**src/rtl/vga_timing_gen.sv**
```systemverilog
// rtl/vga_timing_gen.sv - parametrised VGA raster engine with frame-buffer latency matching
// Stage-0 counters drive the read address; sync/DE ride a delay line so they meet the returned pixel.
module vga_timing_gen #(
   parameter int H_ACTIVE = 640,
   parameter int H_FP     = 16,
   parameter int H_SYNC   = 96,
   parameter int H_BP     = 48,
   parameter int V_ACTIVE = 480,
   parameter int V_FP     = 10,
   parameter int V_SYNC   = 2,
   parameter int V_BP     = 33,
   parameter bit H_POL    = 1'b0,
   parameter bit V_POL    = 1'b0,
   parameter int COLOR_W  = 4,
   parameter int ADDR_W   = 19,
   parameter int RD_LAT   = 1
) (
   input  logic                 clk,
   input  logic                 rst_n,
   input  logic                 pix_en,
   input  logic                 enable,
   input  logic [3*COLOR_W-1:0] pixel_in,
   output logic                 pixel_rd,
   output logic [ADDR_W-1:0]    pixel_addr,
   output logic [11:0]          x,
   output logic [11:0]          y,
   output logic                 line_start,
   output logic                 frame_start,
   output logic                 h_sync,
   output logic                 v_sync,
   output logic                 de,
   output logic [COLOR_W-1:0]   red,
   output logic [COLOR_W-1:0]   green,
   output logic [COLOR_W-1:0]   blue
);

   localparam int H_TOT = H_ACTIVE + H_FP + H_SYNC + H_BP;
   localparam int V_TOT = V_ACTIVE + V_FP + V_SYNC + V_BP;
   localparam int NPIX  = H_ACTIVE * V_ACTIVE;

   if (RD_LAT < 1 || RD_LAT > 4) begin : g_bad_lat
      $error("vga_timing_gen: RD_LAT must be 1..4");
   end

   logic [11:0]              h_q, h_d, v_q, v_d;
   logic [ADDR_W-1:0]        addr_q, addr_d;
   // Each delay stage holds {hs, vs, active}, active-high regardless of polarity.
   logic [RD_LAT-1:0][2:0]   dl_q, dl_d;
   logic                     hs_q, hs_d, vs_q, vs_d, de_q, de_d;
   logic [3*COLOR_W-1:0]     rgb_q, rgb_d;
   logic                     active0, hs0, vs0, run;

   assign active0 = (h_q < 12'(H_ACTIVE)) && (v_q < 12'(V_ACTIVE));
   assign hs0     = (h_q >= 12'(H_ACTIVE + H_FP)) && (h_q < 12'(H_ACTIVE + H_FP + H_SYNC));
   assign vs0     = (v_q >= 12'(V_ACTIVE + V_FP)) && (v_q < 12'(V_ACTIVE + V_FP + V_SYNC));
   assign run     = pix_en & enable & rst_n;

   always_comb begin
      h_d    = h_q;
      v_d    = v_q;
      addr_d = addr_q;
      dl_d   = dl_q;
      hs_d   = hs_q;
      vs_d   = vs_q;
      de_d   = de_q;
      rgb_d  = rgb_q;
      if (!enable) begin
         h_d    = '0;
         v_d    = '0;
         addr_d = '0;
         dl_d   = '0;
         hs_d   = ~H_POL;
         vs_d   = ~V_POL;
         de_d   = 1'b0;
         rgb_d  = '0;
      end else if (pix_en) begin
         if (h_q == 12'(H_TOT - 1)) begin
            h_d = '0;
            v_d = (v_q == 12'(V_TOT - 1)) ? 12'd0 : v_q + 12'd1;
         end else begin
            h_d = h_q + 12'd1;
         end
         // Address wraps by compare rather than being rebuilt from y*H_ACTIVE+x.
         if (active0) begin
            addr_d = (addr_q == ADDR_W'(NPIX - 1)) ? '0 : addr_q + ADDR_W'(1);
         end
         dl_d[0] = {hs0, vs0, active0};
         for (int i = 1; i < RD_LAT; i++) begin
            dl_d[i] = dl_q[i-1];
         end
         hs_d  = dl_q[RD_LAT-1][2] ? H_POL : ~H_POL;
         vs_d  = dl_q[RD_LAT-1][1] ? V_POL : ~V_POL;
         de_d  = dl_q[RD_LAT-1][0];
         rgb_d = dl_q[RD_LAT-1][0] ? pixel_in : '0;
      end
   end

   always_ff @(posedge clk or negedge rst_n) begin
      if (!rst_n) begin
         h_q    <= '0;
         v_q    <= '0;
         addr_q <= '0;
         dl_q   <= '0;
         hs_q   <= ~H_POL;
         vs_q   <= ~V_POL;
         de_q   <= 1'b0;
         rgb_q  <= '0;
      end else begin
         h_q    <= h_d;
         v_q    <= v_d;
         addr_q <= addr_d;
         dl_q   <= dl_d;
         hs_q   <= hs_d;
         vs_q   <= vs_d;
         de_q   <= de_d;
         rgb_q  <= rgb_d;
      end
   end

   assign x           = h_q;
   assign y           = v_q;
   assign pixel_addr  = addr_q;
   assign pixel_rd    = active0 & run;
   assign line_start  = run & (h_q == 12'd0);
   assign frame_start = run & (h_q == 12'd0) & (v_q == 12'd0);
   assign h_sync      = hs_q;
   assign v_sync      = vs_q;
   assign de          = de_q;
   assign red         = rgb_q[3*COLOR_W-1:2*COLOR_W];
   assign green       = rgb_q[2*COLOR_W-1:COLOR_W];
   assign blue        = rgb_q[COLOR_W-1:0];

endmodule

```
**config.mk**
```make
export PLATFORM = sky130hd
export DESIGN_NAME = vga_timing_gen
export DESIGN_NICKNAME = d
export VERILOG_FILES = /design/src/rtl/vga_timing_gen.sv
export SDC_FILE = /design/constraint.sdc
export NUM_CORES = 1
export LEC_CHECK = 0
export BUFFER_PORTS_ARGS = -buffer_cell sky130_fd_sc_hd__buf_2
export CORE_MARGIN = 1
export CORE_UTILIZATION = 58
export DETAILED_ROUTE_END_ITERATION = 8
export PLACE_DENSITY_LB_ADDON = 0.15
export RECOVER_POWER = 100
export SETUP_SLACK_MARGIN = 0.15
export SLEW_MARGIN = 20
export SYNTH_ARGS = -nofsm -noshare
export SYNTH_HDL_FRONTEND = slang
export SYNTH_SLANG_ARGS = --single-unit
```
**constraint.sdc**
```tcl
create_clock -name clk -period 5.9 [get_ports clk]
set_input_delay 0.59 -clock clk [delete_from_list [all_inputs] [get_ports clk]]
set_output_delay 0.59 -clock clk [all_outputs]
set_load 0.1 [all_outputs]
```
==> results of run 1 <==
path summary, 6_finish.rpt:
check,to,start,cells after the start,slack (ns)
setup / recovery,frame_start,pix_en,5,2.32
hold / removal,x[9]$_DFFE_PN0P_,rst_n,2,0.41
setup reg to reg,pixel_addr[5]$_DFFE_PN0P_,pixel_addr[0]$_DFFE_PN0P_,6,3.27
hold reg to reg,dl_q[0]$_DFFE_PN0P_,dl_q[0]$_DFFE_PN0P_,2,0.48
max in group asynchronous,y[9]$_DFFE_PN0P_,rst_n,2,4.99
min in group clk,rgb_q[4]$_DFFE_PN0P_,pixel_in[4],2,0.48
report_power, final:
group,internal [W],leakage (nW),total [W],switching (W)
Clock,0.000162,0.0880,0.000329,0.000167
Combinational,0.0000286,0.653,0.000175,0.000146
Sequential,0.000431,0.834,0.000452,0.0000213
Total,0.000621,1.58,0.000955,0.000334
cells in the mapped netlist, drive strengths merged, types with 2 or more instances:
library cell | instances | area share
a21o | 4 | 0.0093
a21oi | 10 | 0.015
a22o | 17 | 0.046
a31oi | 13 | 0.027
a41oi | 2 | 0.0054
and2 | 2 | 0.0039
and3 | 4 | 0.0077
and4 | 9 | 0.024
buf | 7 | 0.014
clkbuf | 11 | 0.013
dfrtp | 59 | 0.46
dfstp | 2 | 0.016
ha | 5 | 0.019
inv | 10 | 0.012
nand2 | 33 | 0.038
nand2b | 3 | 0.0058
nand3 | 19 | 0.033
nand4 | 11 | 0.023
nor2 | 24 | 0.028
nor2b | 6 | 0.012
nor3 | 7 | 0.012
nor3b | 3 | 0.0070
nor4 | 4 | 0.0077
o21ai | 24 | 0.037
o31ai | 6 | 0.014
o32a | 2 | 0.0070
o41ai | 2 | 0.0054
or2 | 2 | 0.0039
or3 | 5 | 0.013
or4 | 6 | 0.014
xnor2 | 6 | 0.016
xor2 | 6 | 0.016
through the flow:
stage                     utilization  setup slack (ns)  cell area (um^2)
after floorplan                     -             0.451              3230
after global placement          0.693              3.10              3630
after detailed placement        0.693              3.08              3630
after CTS                       0.727              2.78              3810
after global routing            0.711              2.17              3720
final                           0.711              2.32              3720
kinds of logic (layout without fill, tap and decap cells):
kind of cell             after synthesis  count (layout)  share of synthesized area
buffers and inverters                 28             104                     0.0383
AO/OA/AOI/OAI                         86              86                      0.183
flip-flops                            61              61                      0.473
AND/OR/NAND/NOR                      142             142                      0.247
adder cells (fa/ha/maj)                5               5                     0.0193
XOR/XNOR                              12              12                     0.0325
multiplexers                           2               2                    0.00658
flip-flops by register name (all words and copies together), names as in the netlist:
signal      cells
x              12
v_sync          1
y              12
pixel_addr     19
rgb_q          12
de              1
dl_q            3
h_sync          1
routing by layer:
layer	part of all wire	up-vias
met5	0	-
met4	0.015	0
met3	0.060	11
met2	0.46	115
met1	0.46	1460
li1	-	1403
cell type report:
type	instances	area, um^2
Clock buffer	10	138
Clock inverter	6	38.8
Fill cell	447	1520
Inverter	10	37.5
Multi-Input combinational cell	247	1570
Sequential cell	61	1530
Tap cell	70	87.6
Timing Repair Buffer	78	318
worst max-delay path, stage by stage:
cell,delay (ns)
clkbuf_1,0.52
nand2_1,0.17
or4_1,0.54
nor4_1,0.27
clkbuf_1,0.89
==> flow_summary.yaml, run 1 <==
run_status:
  run_status: "finished, violations left"
  violations: "max-capacitance violations"
setup_path:
  cp-start-kind: "primary input"
  endpoint_kind: "output pin"
  crit_path_max_fanout: 18
  cp.required_ns: 5.31
  arrival_ns: 2.99
  crit_type: "in -> out"
grt:
  grt_busiest_layer: "met2"
  grt_start_max_net_pins: 63
  grt_pass1_wl_um: 13000
  gr-usage-met3: 0.0619
  grtUsageTotal: 0.280
  overflow: 0
  gr-usage-met2: 0.418
  grt_pass1_vias: 2746
  antenna_found_initial: 0
  use_met1: 0.396
clock_network:
  post_cts_buffers: 0
  ctsHtreeMaxLevel: 3
  numCtsBuffers: 9
  cts_root_buf: "clkbuf_8"
  cts_sinks: 61
  cts_resized: 0
  cts_tree: "yes"
  holdBufCountCts: 0
  clock_latency_ns: 0.34
  clk_path_buf_depth: 2
  cts.reportedPaths.clkPinSlew_ns: 0.07
final_layout:
  n_antenna_cell: 0
  instances_no_fill: 482
  mostFrequentLayoutCell: "clkbuf_1"
  nets: 428
  drive_above_1_share: 0.109
  area_delta_synth_final_pct: 15.1
  most-common-layout-cells: "62 x clkbuf_1, 59 x dfrtp_1, 33 x nand2_1"
pwr:
  p_per_area_nw_per_um2: 257
  ir_worst_vdd_uv: 149
  leakage_nw: 1.58
  p_total_w: 0.000955
timing:
  finalCritPeriodShare: 0.607
  drv_slew: 0
  fin_crit_ns: 3.58
  fin_skew_ns: 0.00711
  setup-violations-final: 0
  rsz0062_at_grt: "false"
  holdWs_ns: 0.415
  relSlewSlack: 0.0131
  timing.setup.tns_ns: 0
  worst_pin_slew_ns: 1.47
  hold_viol_final: 0
  fmax_mhz: 279
hold_path:
  hp-class: "in -> async"
place:
  dp_cells: 466
  dp_hpwl_um: 5040
  io_buffers: 76
  gp_congestion: 0.893
logic_synthesis:
  synth_flop_cell: "dfrtp_1"
  yosysSeqAreaShare: 0.473
  syn_area_um2: 3230
  synth_seq_cells: 61
  synth_nets: 357
  netlist_instances: 336
  ys_types: 53
  ys_warn_count: 0
  synth-async-reset-ratio: 1.00
  avgSynthCellArea_um2: 9.62
  synth_edf_count: 0
die:
  start_util: 0.617
  die_w_um: 76.7
  die-area_um2: 5880
  num_rows: 26
  io-pin-count: 77
  die_h_um: 76.7
  core_area_um2: 5240
route:
  wl_per_cell_um: 15.9
  vias: 2989
  route.detailed.drc: 0
  drt_pass1_iterations: 4
  drtIter0Drc: 178
  finalWirelength_um: 7660
  ant_nets: 0
  vias_per_cell: 6.20
flow_run:
  maxCapViolCount: 1
No activity file was read; power rests on OpenSTA's default activity.
==> inputs of run 2 (changes only) <==
Settings changed: ABC_AREA set to 1, CORE_UTILIZATION 58 to 55.
Clock period 5.9 ns to 3.6 ns, I/O delays scaled along.
==> run 2 against run 1 <==
  * The run ends with max-capacitance violations, max-slew violations left
  * Core utilization decreased by 6.8 points
  * Count of clock-buffer cells in the layout decreased by 1
  * First-iteration DRC count increased by 28%
  * Sequential share of layout area decreased by 3.8 points
  * Critical path depth increased by 1
  * Hold slack got worse by 0.15 ns
  * Synthesized cell count increased by 39%
  * Combinational power increased by 45%
  * Sequential power increased by 61%
  * Routed wire length increased by 15%
  * Largest cell class unchanged
  * Largest power group unchanged
==> flow_summary.yaml, run 2 <==
run_status:
  run_status: "finished, violations left"
  violations: "max-capacitance violations, max-slew violations"
place:
  pre_cts_slack_ns: 1.15
  dp_hpwl_um: 6270
  gp_congestion: 0.876
  io_buffers: 76
setup_path:
  path_cells: "buf_2, nand2_1, clkinv_1, nand4_1, nor2_1, clkbuf_1"
  critPathMaxStageDelay_ns: 0.89
  cp.buffers_inverters: 3
  endpoint_kind: "output pin"
  worstReg2RegStart: "x[0]$_DFFE_PN0P_"
  crit_type: "in -> out"
  cp.required_ns: 3.24
  cp-start-kind: "primary input"
  arrival_ns: 2.50
  crit_path_max_fanout: 19
  path_delay_family: "buffers and inverters"
  cp_slowest_cell: "clkbuf_1"
  cp-startpoint: "enable"
final_layout:
  nets: 568
  area_delta_synth_final_pct: 12.4
  drive_above_1_share: 0.120
  largest_reg_flops: 19
  fillers: 626
  most-common-layout-cells: "118 x nand2_1, 62 x clkbuf_1, 59 x dfrtp_1"
  mostFrequentLayoutCell: "nand2_1"
  n_antenna_cell: 0
grt:
  overflow: 0
  grt_pass1_wl_um: 14600
  grt_start_max_net_pins: 62
  grtUsageTotal: 0.260
  grt_pass1_vias: 3156
  antenna_found_initial: 0
logic_synthesis:
  synth_top_area_share: 0.405
  yosysSeqAreaShare: 0.419
  yosysMostFrequentCell: "nand2_1"
  ys_warn_count: 0
  synth-async-reset-ratio: 1.00
  avgSynthCellArea_um2: 7.80
  synth_top_cells_by_count: "117 x nand2_1, 59 x dfrtp_1, 51 x nor2_1, 50 x inv_1, 38 x nand3_1"
  netlist_instances: 468
  synth_area_leader_cell: "dfrtp_1"
  synth_seq_cells: 61
  netlist_top_cells_area: "dfrtp_1 40%, nand2_1 12%, nor2_1 5.2%, nand3_1 5.2%, inv_1 5.1%"
  syn_area_um2: 3650
  synth_nets: 489
  synth_flop_cell: "dfrtp_1"
  synth_edf_count: 0
  ys_types: 36
route:
  met2_length_um: 4070
  vias_per_cell: 5.47
  wl_per_cell_um: 14.0
  vias: 3439
  wl_met3_um: 478
  met1_length_um: 4140
  top_layer_used: "met4"
  ant_nets: 0
  route.detailed.drc: 0
  drt_pass1_iterations: 5
  finalWirelength_um: 8790
  drtIter0Drc: 228
pwr:
  sw_frac_of_total: 0.333
  cell_internal_pwr_w: 0.00106
  ir_worst_vdd_uv: 563
  sequentialPowerShare: 0.456
  p_per_area_nw_per_um2: 388
  comb_power_share: 0.159
  switching_power_w: 0.000531
  leakage_nw: 1.81
  power.share.clock: 0.385
die:
  start_util: 0.571
  core_area_um2: 6390
  io-pin-count: 77
  die-area_um2: 6960
  die_w_um: 83.4
  num_rows: 29
  die_h_um: 83.4
timing:
  setup-violations-final: 0
  fin_crit_ns: 2.86
  fin_ws_ns: 0.736
  fin_skew_ns: 0.00902
  rsz0062_at_grt: "false"
  timing.setup.tns_ns: 0
  relSlewSlack: -0.0186
  hold_viol_final: 0
  fmax_mhz: 349
  worst_pin_slew_ns: 1.53
  finalCritPeriodShare: 0.795
  drv_slew: 62
clock_network:
  ctsHtreeMaxLevel: 3
  cts_resized: 0
  clock_latency_ns: 0.34
  numCtsBuffers: 9
  holdBufCountCts: 0
  clk_path_buf_depth: 2
  cts_root_buf: "clkbuf_8"
  cts_sinks: 61
  cts.reportedPaths.clkPinSlew_ns: 0.08
  cts_tree: "yes"
  post_cts_buffers: 0
hold_path:
  hp-start: "pixel_in[5]"
  hp-class: "in -> reg"
flow_run:
  maxCapViolCount: 1
## run 2: changes by cell type after synthesis, sizes merged, moves of 12 or more
cell	before	now
nand2	33	135
inv	10	54
nor2	24	62
nand3	19	39
a22o	17	1
a31oi	13	1
a32o	0	12
## run 2: cell families (layout without fill, tap and decap cells)
group	Yosys count	in the layout	share of synthesized area
AND/OR/NAND/NOR	267	267	0.339
AO/OA/AOI/OAI	58	58	0.112
buffers and inverters	64	148	0.0816
XOR/XNOR	13	13	0.0312
adder cells (fa/ha/maj)	5	5	0.0171
flip-flops	61	61	0.419
## run 2: per-stage QoR
step,total power (W),utilization,cell area (um^2),cells,hold slack (ns)
after floorplan,0.000945,-,3650,468,0.0644
after detailed placement,0.00100,0.634,4050,613,0.414
after CTS,0.00161,0.665,4250,629,0.252
final,0.00159,0.642,4100,629,0.269
after global placement,0.00100,0.634,4050,613,0.396
after global routing,0.00165,0.642,4100,629,0.255
## run 2: power by group through the flow
stage          clock network, W   logic, W  registers (W)
2_1_floorplan                 0  0.0000941       0.000851
3_3_place_gp                  0   0.000262       0.000737
3_5_place_dp                  0   0.000265       0.000738
4_1_cts                0.000624   0.000265       0.000725
5_1_grt                0.000654   0.000269       0.000728
6_report               0.000613   0.000254       0.000726
## run 2: worst paths after layout
path	end	slack (ns)	depth (start not counted)
hold / removal	rgb_q[5]$_DFFE_PN0P_	0.27	2
setup reg to reg	y[6]$_DFFE_PN0P_	1.06	7
min in group asynchronous	y[11]$_DFFE_PN0P_	0.57	2
hold reg to reg	v_sync$_DFFE_PN1P_	0.42	1
max in group asynchronous	pixel_addr[6]$_DFFE_PN0P_	2.10	2
setup / recovery	pixel_rd	0.74	6
## run 2: cell type report
| class | count | area, um^2 | share of cell area |
|---|---|---|---|
| clock buffers | 9 | 124 | 0.0302 |
| clock inverters | 7 | 75.1 | 0.0183 |
| inverters | 55 | 213 | 0.0519 |
| multi-input cells | 343 | 1760 | 0.428 |
| flip-flops and latches | 61 | 1530 | 0.373 |
| well taps | 77 | 96.3 | 0.0235 |
| repair buffers | 77 | 308 | 0.0750 |
## run 2: worst reg2reg max path, delay by kind of cell, from the launching register on
family	cells	cell delay (ns)
AND/OR/NAND/NOR	3	0.77
flip-flops	1	0.46
adder cells (fa/ha/maj)	1	0.28
buffers and inverters	2	0.64
AO/OA/AOI/OAI	1	0.30
## run 2: layer usage
metal  vias to the layer above  track usage
li1                       1689            -
met1                      1633        0.358
met2                       108        0.416
met3                         9       0.0567
met4                         0       0.0724
met5                         -            0
==> inputs of run 3 (changes only) <==
Settings changed: ABC_AREA 1 to 0, CORE_UTILIZATION 55 to 48.
Clock period 3.6 ns to 2.47 ns, I/O delays scaled along.
==> run 3 against run 2 <==
  * The flow finishes with violations (design-rule violations, max-capacitance violations, negative setup slack)
  * Combinational power is 75% higher
  * Total power grew 59%
  * Clock skew shrank 0.00084 ns
  * Count of clock-buffer cells in the layout did not move
  * Core utilization is 2.1 points lower
  * Hold slack got worse by 0.15 ns
  * Flip-flop and latch count is the same
  * Routed wire length fell by 8.5%
  * Cell count decreased by 21%
  * Die area up 1.5%
  * Setup slack worse by 0.76 ns
  * Clock power grew 63%
  * Critical endpoint is now line_start
  * Largest power group unchanged
==> flow_summary.yaml, run 3 (synthesis results as in run 1) <==
setup_path:
  crit_path_max_fanout: 2
  critPathMaxStageDelay_ns: 0.52
  path_cells: "or4_4, or4_4, buf_6, nor2_4, buf_12"
  cp.buffers_inverters: 2
  endpoint_kind: "output pin"
  crit_type: "reg -> out"
  cp_common_cell: "or4_4"
  arrival_ns: 2.25
  path_delay_family: "simple AND/OR/NAND/NOR gates"
  cp_slowest_cell: "or4_4"
  cp-start-kind: "flip-flop"
  cp.required_ns: 2.22
pwr:
  sw_frac_of_total: 0.331
  ir_worst_vdd_uv: 357
  sequentialPowerShare: 0.429
  comb_power_share: 0.176
  p_total_w: 0.00253
  cell_internal_pwr_w: 0.00169
  power.share.clock: 0.395
  switching_power_w: 0.000836
  leakage_nw: 1.75
  p_per_area_nw_per_um2: 633
timing:
  rsz0062_at_grt: "true"
  fin_skew_ns: 0.00817
  drv_slew: 0
  setup-violations-final: 1
  fin_crit_ns: 2.50
  fmax_mhz: 400
  relSlewSlack: 0.00694
  holdWs_ns: 0.122
  worst_pin_slew_ns: 1.49
  finalCritPeriodShare: 1.01
  hold_viol_final: 0
  fin_ws_ns: -0.0272
place:
  io_buffers: 76
  gp_congestion: 0.910
  dp_hpwl_um: 5370
  dp_cells: 477
final_layout:
  fillers: 558
  n_antenna_cell: 0
  mostFrequentLayoutCell: "buf_2"
  final-seq-area_um2: 1560
  multiInputGateArea_um2: 1620
  area_delta_synth_final_pct: 23.5
  nets: 435
  largest_reg_flops: 19
  instances_no_fill: 496
  most-common-layout-cells: "43 x buf_2, 40 x dfrtp_1, 33 x nand2_1"
  utilization: 0.621
  drive_above_1_share: 0.260
die:
  die_h_um: 84.1
  die_w_um: 84.1
  io-pin-count: 77
  core_area_um2: 6420
  num_rows: 29
  die-area_um2: 7070
  start_util: 0.503
clock_network:
  ctsHtreeMaxLevel: 3
  cts.reportedPaths.clkPinSlew_ns: 0.08
  cts_sinks: 61
  clock_latency_ns: 0.34
  clk_path_buf_depth: 2
  cts_tree: "yes"
  cts_root_buf: "clkbuf_8"
  numCtsBuffers: 9
  holdBufCountCts: 0
hold_path:
  hp-class: "in -> reg"
flow_run:
  maxCapViolCount: 1
route:
  wl_per_cell_um: 16.2
  vias: 2949
  ant_nets: 0
  vias_per_cell: 5.95
  drt_pass1_iterations: 6
  finalWirelength_um: 8040
  drtIter0Drc: 138
  route.detailed.drc: 16
grt:
  grt_pass1_wl_um: 13500
  grt_start_max_net_pins: 62
  overflow: 0
  grtUsageTotal: 0.241
  grt_pass1_vias: 2757
  antenna_found_initial: 0
run_status:
  violations: "design-rule violations, max-capacitance violations, negative setup slack"
  run_status: "finished, violations left"
-- run 3: cell count changes in the layout (fill, tap and decap cells not counted), moves of 19 or more --
cell      change
nand3_1      -21
nand2_1      -85
clkbuf_1     -32
buf_2        +29
dfrtp_1      -19
inv_1        -40
nor2_1       -32
-- run 3: layout make-up --
class | count | area share
sequential | 61 | 0.391
multi-input combinational | 247 | 0.405
clock buffer | 9 | 0.0310
inverter | 10 | 0.00940
tap | 77 | 0.0241
timing repair buffer | 85 | 0.114
clock inverter | 7 | 0.0248
-- run 3: path summary, 6_finish.rpt --
| path | startpoint | endpoint | slack (ns) | depth (start not counted) |
|---|---|---|---|---|
| worst max-delay path | x[5]$_DFFE_PN0P_ | line_start | -0.03 | 5 |
| worst min-delay path | pixel_in[9] | rgb_q[9]$_DFFE_PN0P_ | 0.12 | 2 |
| worst max register to register | x[5]$_DFFE_PN0P_ | y[4]$_DFFE_PN0P_ | 0.28 | 7 |
| min in group asynchronous | rst_n | x[2]$_DFFE_PN0P_ | 0.45 | 2 |
| max in group asynchronous | rst_n | x[7]$_DFFE_PN0P_ | 0.91 | 2 |
| worst min register to register | de$_DFFE_PN0P_ | de$_DFFE_PN0P_ | 0.49 | 1 |
-- run 3: repair_timing --
| action | in CTS | in global routing |
|---|---|---|
| endpoints found under the setup margin | 2 | 2 |
| gates resized for setup | 0 | 3 |
| pin swaps | 2 | 1 |
| buffers inserted | 2 | 1 |
-- run 3: power groups by stage --
stage	Clock (W)	Sequential, W	Combinational [W]
floorplan	0	0.00130	0.000135
global placement	0	0.00110	0.000444
detailed placement	0	0.00110	0.000448
CTS	0.00102	0.00108	0.000450
global route	0.00106	0.00109	0.000471
finish	0.000999	0.00108	0.000445
-- run 3: metal layers --
layer / vias up / track usage / share of wire
met4: 0 / 0.103 / 0.017
met2: 102 / 0.368 / 0.45
li1: 1413 / - / -
met1: 1420 / 0.344 / 0.48
met5: - / 0 / 0
met3: 14 / 0.0346 / 0.051
-- run 3: metrics by stage --
step	cell area (um^2)	setup WS, ns	TNS (ns)
6_report	3990	-0.0272	-0.0272
5_1_grt	3990	-0.0859	-0.140
4_1_cts	4010	-0.107	-0.176
3_5_place_dp	3770	0.271	0
3_3_place_gp	3770	0.292	0
2_1_floorplan	3290	-0.451	-0.738
